[config.mk]
export PLATFORM = sky130hd
export DESIGN_NAME = maxnet_result_writer_flat
export DESIGN_NICKNAME = d
export VERILOG_FILES = /design/src/rtl/maxnet_result_writer_if.sv /design/src/rtl/maxnet_result_writer.sv /design/src/flat_wrapper.sv
export SDC_FILE = /design/constraint.sdc
export NUM_CORES = 1
export LEC_CHECK = 0
export ABC_AREA = 1
export BUFFER_PORTS_ARGS = -buffer_cell sky130_fd_sc_hd__buf_2
export CORE_ASPECT_RATIO = 1.5
export CORE_MARGIN = 1
export CORE_UTILIZATION = 50
export DETAILED_ROUTE_END_ITERATION = 7
export PLACE_DENSITY = 0.73
export SLEW_MARGIN = 5
export SYNTH_ARGS = -nofsm -noshare
export SYNTH_HDL_FRONTEND = slang
export SYNTH_SLANG_ARGS = --single-unit
export TNS_END_PERCENT = 30
[constraint.sdc]
create_clock -name clk -period 4.02 [get_ports clk]
set_clock_uncertainty 0.2 [all_clocks]
set_input_delay 0.201 -clock clk [delete_from_list [all_inputs] [get_ports clk]]
set_output_delay 0.201 -clock clk [all_outputs]
set_load 0.05 [all_outputs]
[src/rtl/maxnet_result_writer_if.sv]
// maxnet_result_writer_if: valid/ready word stream into the Maxnet result writer.
interface maxnet_result_writer_if #(parameter int WIDTH = 32);
  logic             in_valid;
  logic [WIDTH-1:0] in_data;
  logic             in_ready;
  modport master (output in_valid, output in_data, input in_ready);
  modport slave (input in_valid, input in_data, output in_ready);
endinterface

[src/rtl/maxnet_result_writer.sv]
// maxnet_result_writer: collects Maxnet activation vectors and flags convergence, iteration or failure.
module maxnet_result_writer #(
  parameter int WIDTH = 32,
  parameter int DEPTH = 4,
  parameter int MAX_ITER = 16,
  localparam int IW = $clog2(DEPTH),
  localparam int CW = $clog2(DEPTH + 1)
) (
  input  logic                   clk,
  input  logic                   rst_n,
  input  logic                   start,
  maxnet_result_writer_if.slave  s,
  output logic [DEPTH*WIDTH-1:0] x_flat,
  output logic                   iter_valid,
  output logic [7:0]             iter_count,
  output logic                   done,
  output logic                   fail,
  output logic [IW-1:0]          winner_idx,
  output logic [WIDTH-1:0]       winner_val
);
  typedef enum logic [2:0] {IDLE, COLLECT, CHECK, DONE, FAIL} state_t;
  state_t state, nxt;
  logic [WIDTH-1:0] mem [DEPTH];
  logic [IW-1:0] wr_ptr, pos_idx;
  logic [CW-1:0] pos_cnt;
  logic acc, last, cap, idle_like;
  assign s.in_ready = state == COLLECT;
  assign acc = s.in_valid && s.in_ready;
  assign last = wr_ptr == IW'(DEPTH - 1);
  assign cap = ({1'b0, iter_count} + 9'd1) == 9'(MAX_ITER);
  assign idle_like = state == IDLE || state == DONE || state == FAIL;
  for (genvar g = 0; g < DEPTH; g++) begin : g_flat
    assign x_flat[g*WIDTH +: WIDTH] = mem[g];
  end
  // -0.0 has a clear magnitude, so only the sign-clear nonzero words count
  always_comb begin
    pos_cnt = '0;
    pos_idx = '0;
    for (int i = 0; i < DEPTH; i++) begin
      if (!mem[i][WIDTH-1] && |mem[i][WIDTH-2:0]) begin
        pos_cnt = pos_cnt + CW'(1);
        pos_idx = IW'(i);
      end
    end
  end
  always_comb begin
    nxt = state;
    unique case (state)
      IDLE, DONE, FAIL: nxt = start ? COLLECT : state;
      COLLECT: nxt = acc && last ? CHECK : COLLECT;
      CHECK: nxt = pos_cnt == CW'(1) ? DONE : (pos_cnt == '0 || cap) ? FAIL : COLLECT;
      default: nxt = IDLE;
    endcase
  end
  always_ff @(posedge clk or negedge rst_n) begin
    if (!rst_n) begin
      state <= IDLE;
      wr_ptr <= '0;
      iter_valid <= 1'b0;
      iter_count <= '0;
      done <= 1'b0;
      fail <= 1'b0;
      winner_idx <= '0;
      winner_val <= '0;
      for (int i = 0; i < DEPTH; i++) mem[i] <= '0;
    end else begin
      state <= nxt;
      iter_valid <= 1'b0;
      if (idle_like && start) begin
        wr_ptr <= '0;
        iter_count <= '0;
        done <= 1'b0;
        fail <= 1'b0;
        winner_idx <= '0;
        winner_val <= '0;
      end
      if (acc) begin
        mem[wr_ptr] <= s.in_data;
        wr_ptr <= last ? '0 : wr_ptr + IW'(1);
      end
      if (state == CHECK) begin
        if (pos_cnt == CW'(1)) begin
          done <= 1'b1;
          winner_idx <= pos_idx;
          winner_val <= mem[pos_idx];
        end else if (pos_cnt == '0) begin
          fail <= 1'b1;
        end else begin
          iter_count <= iter_count + 8'd1;
          fail <= cap;
          iter_valid <= !cap;
        end
      end
    end
  end
endmodule

[src/flat_wrapper.sv]
// flat-port wrapper written by rule: the top's interface ports become plain ports
module maxnet_result_writer_flat 
#(
  parameter int WIDTH = 32,
  parameter int DEPTH = 4,
  parameter int MAX_ITER = 16,
  localparam int IW = $clog2(DEPTH),
  localparam int CW = $clog2(DEPTH + 1)
)
  (clk, rst_n, start, x_flat, iter_valid, iter_count, done, fail, winner_idx, winner_val, s_in_valid, s_in_data, s_in_ready);
  maxnet_result_writer_if #(.WIDTH(WIDTH)) s_i ();
  input  logic clk;
  input  logic rst_n;
  input  logic start;
  output logic [DEPTH*WIDTH-1:0] x_flat;
  output logic iter_valid;
  output logic [7:0] iter_count;
  output logic done;
  output logic fail;
  output logic [IW-1:0] winner_idx;
  output logic [WIDTH-1:0] winner_val;
  input wire logic [$bits(s_i.in_valid)-1:0] s_in_valid;
  input wire logic [$bits(s_i.in_data)-1:0] s_in_data;
  output wire logic [$bits(s_i.in_ready)-1:0] s_in_ready;
  assign s_i.in_valid = s_in_valid;
  assign s_i.in_data = s_in_data;
  assign s_in_ready = s_i.in_ready;
  maxnet_result_writer #(.WIDTH(WIDTH), .DEPTH(DEPTH), .MAX_ITER(MAX_ITER)) u_core (.clk(clk), .rst_n(rst_n), .start(start), .s(s_i), .x_flat(x_flat), .iter_valid(iter_valid), .iter_count(iter_count), .done(done), .fail(fail), .winner_idx(winner_idx), .winner_val(winner_val));
endmodule
# Yosys cells after proc, flatten, opt, wreduce, memory -nomap -nowiden

Index checks and enable logic that the tools add are counted.

$add $sub $neg: 6
Magnitude comparators: 3
Equality and inequality tests: 8
Muxes and demuxes: 41
Bitwise gates (word level): 2
Reductions and logical operators: 24

Operators by type and width:

| kind                                                       | count |
|---|---|
| two-way mux 32 bit                                         | 6 |
| bitwise mux 128 bit                                        | 1 |
| OR reduction 31 bit                                        | 4 |
| binary-select mux 32 bit (select 2 bit)                    | 1 |
| demux 32 bit (select 2 bit)                                | 1 |
| two-way mux 8 bit                                          | 4 |
| two-way mux 2 bit                                          | 9 |
| two-way mux 3 bit                                          | 6 |
| two-way mux 1 bit                                          | 12 |
| adder 8 x 1 -> 9 bit, second input constant                | 1 |
| == test 9 x 5 -> 1 bit, second input constant              | 1 |
| one-hot mux 3 bit (3 select lines)                         | 1 |
| adder 8 x 1 -> 8 bit, second input constant                | 1 |
| logical AND 1 bit                                          | 8 |
| adder 3 x 1 -> 3 bit, second input constant                | 2 |
| == test 3 x 1 -> 1 bit, second input constant              | 2 |
| == test 3 x 2 -> 1 bit, second input constant              | 2 |
| >= comparator 3 bit, second input constant                 | 2 |
| logical NOT 3 bit                                          | 2 |
| NOT 2 -> 3 bit                                             | 2 |
| logical NOT 1 bit                                          | 5 |
| == test 3 bit, second input constant                       | 1 |
| logical OR 1 bit                                           | 3 |
| less-than comparator 3 x 1 -> 1 bit, second input constant | 1 |
| 6 further kinds                                            | 6 |

Register bits: 178
Output and inout port bits: 174
Logic and storage cells: 96

# Depth between registers and ports, before layout

Depth after elaboration: 14
Mapped depth: 22

# Worst setup path before layout

OpenSTA, ideal clock, no wires.

Path kind: register to register
From: register u_core.mem (netlist bit u_core.x_flat[35])
To: register u_core.winner_val[14]
Library setup time: 0.118 ns
Arrival: 2.753 ns
Required time: 3.702 ns
Slack: 0.950 ns
Stages on the path, launching flop included: 21
Clock period less this slack: 3.070 ns
Cell sequence: dfrtp_1 nor2_1 nand2_1 nor2_1 nand2_1 o21ai_2 inv_2 ha_1 inv_1 nand2_2 nand2_1 inv_1 ha_1 nand2_1 nand2_1 nor2_2 nand3_2 buf_6 buf_6 nand3_2 nand2_1

Cells in the longest elaborated chain, start to end: 11
Elaborated cells between the ends (all ways): 17
Those cells by class: add/sub (2); eq/ne (1); mux (11); bitwise (1); reduce/logical (2)

RTL lines:

| what                                                                         | line                       | source |
|---|---|---|
| start, declared                                                              | maxnet_result_writer.sv:23 | `logic [WIDTH-1:0] mem [DEPTH];` |
| start signal, assigned by index                                              | maxnet_result_writer.sv:78 | `mem[wr_ptr] <= s.in_data;` |
| OR reduction 31 bit *                                                        | maxnet_result_writer.sv:40 | `if (!mem[i][WIDTH-1] && \|mem[i][WIDTH-2:0]) begin` |
| logical AND 1 bit *                                                          | maxnet_result_writer.sv:40 |  |
| parallel branches: the longest is 7 deep, another holds adder 3 x 1 -> 3 bit | n/a                        |  |
| two-way mux 32 bit *                                                         | maxnet_result_writer.sv:82 | `if (pos_cnt == CW'(1)) begin` |
| two-way mux 32 bit *                                                         | maxnet_result_writer.sv:81 | `if (state == CHECK) begin` |
| end signal, assigned                                                         | maxnet_result_writer.sv:85 | `winner_val <= mem[pos_idx];` |
| end, declared                                                                | maxnet_result_writer.sv:19 | `output logic [WIDTH-1:0] winner_val` |

Mark *: on every way between the ends. The select of a mux whose other input is x is not followed.
A chain may end at the register's enable or synchronous reset.

# Worst setup path in the final report

From: register u_core.mem (netlist bit u_core.x_flat[49])
To: register u_core.winner_val[28]

The elaborated chain is that of the path after synthesis.

==> impl_metrics.tcl <==
set metrics [dict create \
    ys_types 30 \
    synth_edf_count 0 \
    crit_top_cell "nand2_1" \
    gp_congestion 0.871 \
    clock_latency_ps 440 \
    arrival_ps 3680 \
    rr_worst_depth 19 \
    row_count 58 \
    ctsResizeCount 0 \
    peakVddDrop_v 0.000600 \
    hold_slack_ps 253 \
    coreArea_um2 16800 \
    vias_per_cell 5.40 \
    clockPowerShare 0.163 \
    endpoint_kind "flop" \
    p_int_mw 4.66 \
    fp.dieW_um 109 \
    layout_worst_path_cycle_share 0.874 \
    reg2reg_to "u_core.winner_val[28]$_DFF_PN0_" \
    synth_compound_area_frac 0.171 \
    synthSimpleGateAreaFrac 0.214 \
    grtUsageTotal 0.309 \
    fmax_mhz 285 \
    fin_total_pwr_mw 10.1 \
    vias 8106 \
    dpl.hpwl_um 17700 \
    wl_per_cell_um 17.3 \
    cp-start-kind "flop" \
    rrSetupSlack_ps 510 \
    cts_tree "built" \
    seq_power_share 0.307 \
    worst_pin_slew_ps 1150 \
    netlist_area_um2 8550 \
    muxShareOfSynthArea 0 \
    power.switching_mw 5.40 \
    final_cells 1500 \
    worstPathMaxFanout 32 \
    placed_cell_area_um2 9690 \
    yosys_register_bits 178 \
    io_pins 210 \
    setup_viol 0 \
    final_hold_viol_count 0 \
    critPathRequiredTime_ps 4190 \
    cp_slowest_cell "inv_2" \
    dr.pass1.iters 5 \
    cts_buffers 17 \
    ys_seq_area_frac 0.521 \
    dominantRegCellSynth "dfrtp_1" \
    drt-initial-drc-count 541 \
    antenna_left 0 \
    htree_levels 4 \
    synth_top_family_by_area "simple AND/OR/NAND/NOR gates" \
    syn_to_final_growth_pct 24.0 \
    dp_slack_ps 569 \
    synth.top_cell.area_share 0.521 \
    diodes 0 \
    layout_min_cycle_time_ps 3510 \
    maxSlewViolCount 0 \
    dieHeight_um 162 \
    clk_path_buf_depth 2 \
    layout_setup_ws_ps 507 \
    yosysWarnings 0 \
    synth_area_leaders "dfrtp_1 (52%), nand2_1 (13%), o21ai_0 (10%), inv_1 (4.2%), nor2_1 (3.7%)" \
    rsz0062_at_grt "no" \
    cp_cell_sequence "nor2_1 -> nand2_1 -> nor2_1 -> nand2_1 -> o21ai_2 -> inv_2 -> ha_1 -> inv_1 -> nand2_2 -> nand2_1 -> inv_1 -> ha_1 -> nand2_1 -> nand2_1 -> nor2_2 -> nand3_2 -> inv_2 -> o21ai_0 -> nand2_1" \
    regToRegStartpoint "u_core.x_flat[49]$_DFFE_PN0P_" \
    synthCells 1068 \
    path_class "flop to flop" \
    grt_pass1_wl_um 40700 \
    drt_wl_total_um 26000 \
    power_leakage_nw 5.72 \
    status "finished, final reports clean" \
    swShare 0.537 \
    cts.sinks 178 \
    synth_xor_xnor_area_share 0.00512 \
    drt_drc_violations_left 0 \
    numPortBuffers 209 \
    root_buffer "clkbuf_16" \
    final_util 0.633 \
    overflow 0 \
    async_reset_ff_frac 1.00 \
    crit_path_max_incr_delay_ps 500 \
    synth_top_area_cell "dfrtp_1" \
    combPwrFrac 0.531 \
    holdCritPathClass "primary input to async pin" \
    dp_cells 1438 \
    final_nets 1326 \
    path_clk_slew_ps 60 \
    dieArea_um2 17600 \
    maxCapViolCount 0 \
    tns_ps 0 \
    fin_area_um2 10600 \
    syn_nets 1112 \
    max_slew_margin 0.235 \
    grt_pass1_vias 7820 \
    antenna_found_initial 0 \
    synth_adder_area_share 0.0117 \
    initial_core_util 0.510 \
    grt_max_degree 107 \
    syn_area_per_cell_um2 8.01 \
    power_density_nw_per_um2 949 \
    drive_gt1_frac 0.211 \
]
## critical path, delay by kind of cell (launching register included)
family	cells	cell delay, ps
compound gates	2	460
fa+ha+maj	2	580
buf+inv	4	700
flops	1	410
simple gates	11	1070
## synthesized netlist by cell type (all sizes together), types with 2 or more instances
master	n
a21oi	33
buf	14
clkbuf	44
dfrtp	178
ha	8
inv	100
nand2	304
nand3	55
nor2	86
nor3	3
o211ai	30
o21ai	196
o22ai	2
o31ai	5
xor2	5
## state kept, by name, indices dropped and copies added (netlist names)
register,count
u_core.x_flat,128
u_core.winner_val,32
u_core.iter_count,8
u_core.state,3
u_core.winner_idx,2
u_core.wr_ptr,2
u_core.done,1
u_core.fail,1
u_core.iter_valid,1
## worst max path at each step
stage / start / to / slack, ps / cells after the start
floorplan: u_core.x_flat[35]$_DFFE_PN0P_ / u_core.winner_val[14]$_DFF_PN0_ / 950 / 20
global placement: u_core.x_flat[2]$_DFFE_PN0P_ / u_core.winner_val[28]$_DFF_PN0_ / 680 / 19
detailed placement: u_core.x_flat[2]$_DFFE_PN0P_ / u_core.winner_val[28]$_DFF_PN0_ / 570 / 19
CTS: u_core.x_flat[2]$_DFFE_PN0P_ / u_core.winner_val[28]$_DFF_PN0_ / 550 / 19
global route: u_core.x_flat[62]$_DFFE_PN0P_ / u_core.winner_val[28]$_DFF_PN0_ / 230 / 19
finish: u_core.x_flat[49]$_DFFE_PN0P_ / u_core.winner_val[28]$_DFF_PN0_ / 510 / 19
## cells in the final DEF, fill, tap and decap left out, drive strengths merged, types with 2 or more instances in the layout
master,netlist,layout
dlygate4sd3,0,35
ha,8,8
o211ai,30,30
dfrtp,178,178
o22ai,2,2
nor3,3,3
o31ai,5,5
nor2,86,86
clkbuf,44,21
buf,14,218
o21ai,196,196
a21oi,33,33
inv,100,99
clkinv,1,3
clkinvlp,0,2
nand3,55,55
xor2,5,5
bufinv,0,3
nand2,304,304
## kinds of logic (layout without fill, tap and decap cells)
family / after synthesis / count (layout)
AND/OR/NAND/NOR: 449 / 449
AO/OA/AOI/OAI: 269 / 269
flip-flops: 178 / 178
buffers and inverters: 159 / 381
adder cells (fa/ha/maj): 8 / 8
XOR/XNOR: 5 / 5
## power groups by stage
stage	clock network (mW)	logic [mW]	registers, mW
2_1_floorplan	0	1.89	5.05
6_report	1.64	5.34	3.08
5_1_grt	1.72	5.77	3.17
4_1_cts	1.65	5.32	3.07
3_5_place_dp	0	5.28	3.09
3_3_place_gp	0	5.22	3.07
## routing by layer
metal	track usage	up-vias	share of wire
met5	0	-	0
met4	0.183	0	0.056
met3	0.0702	82	0.069
met2	0.497	356	0.47
met1	0.375	3769	0.40
li1	-	3899	-
## cell type report
cell class / count / area (um2)
inverters: 101 / 379
multi-input cells: 731 / 3450
well taps: 210 / 263
repair buffers: 253 / 1500
flip-flops and latches: 178 / 4450
clock buffers: 21 / 450
fillers: 1428 / 6160
clock inverters: 6 / 110
## repair_timing
item / CTS / global route
endpoints found under the hold margin: 238 / 0
setup buffers: 0 / 0
hold buffers: 35 / 0
Note: power is estimated with default switching activity, not from simulation.
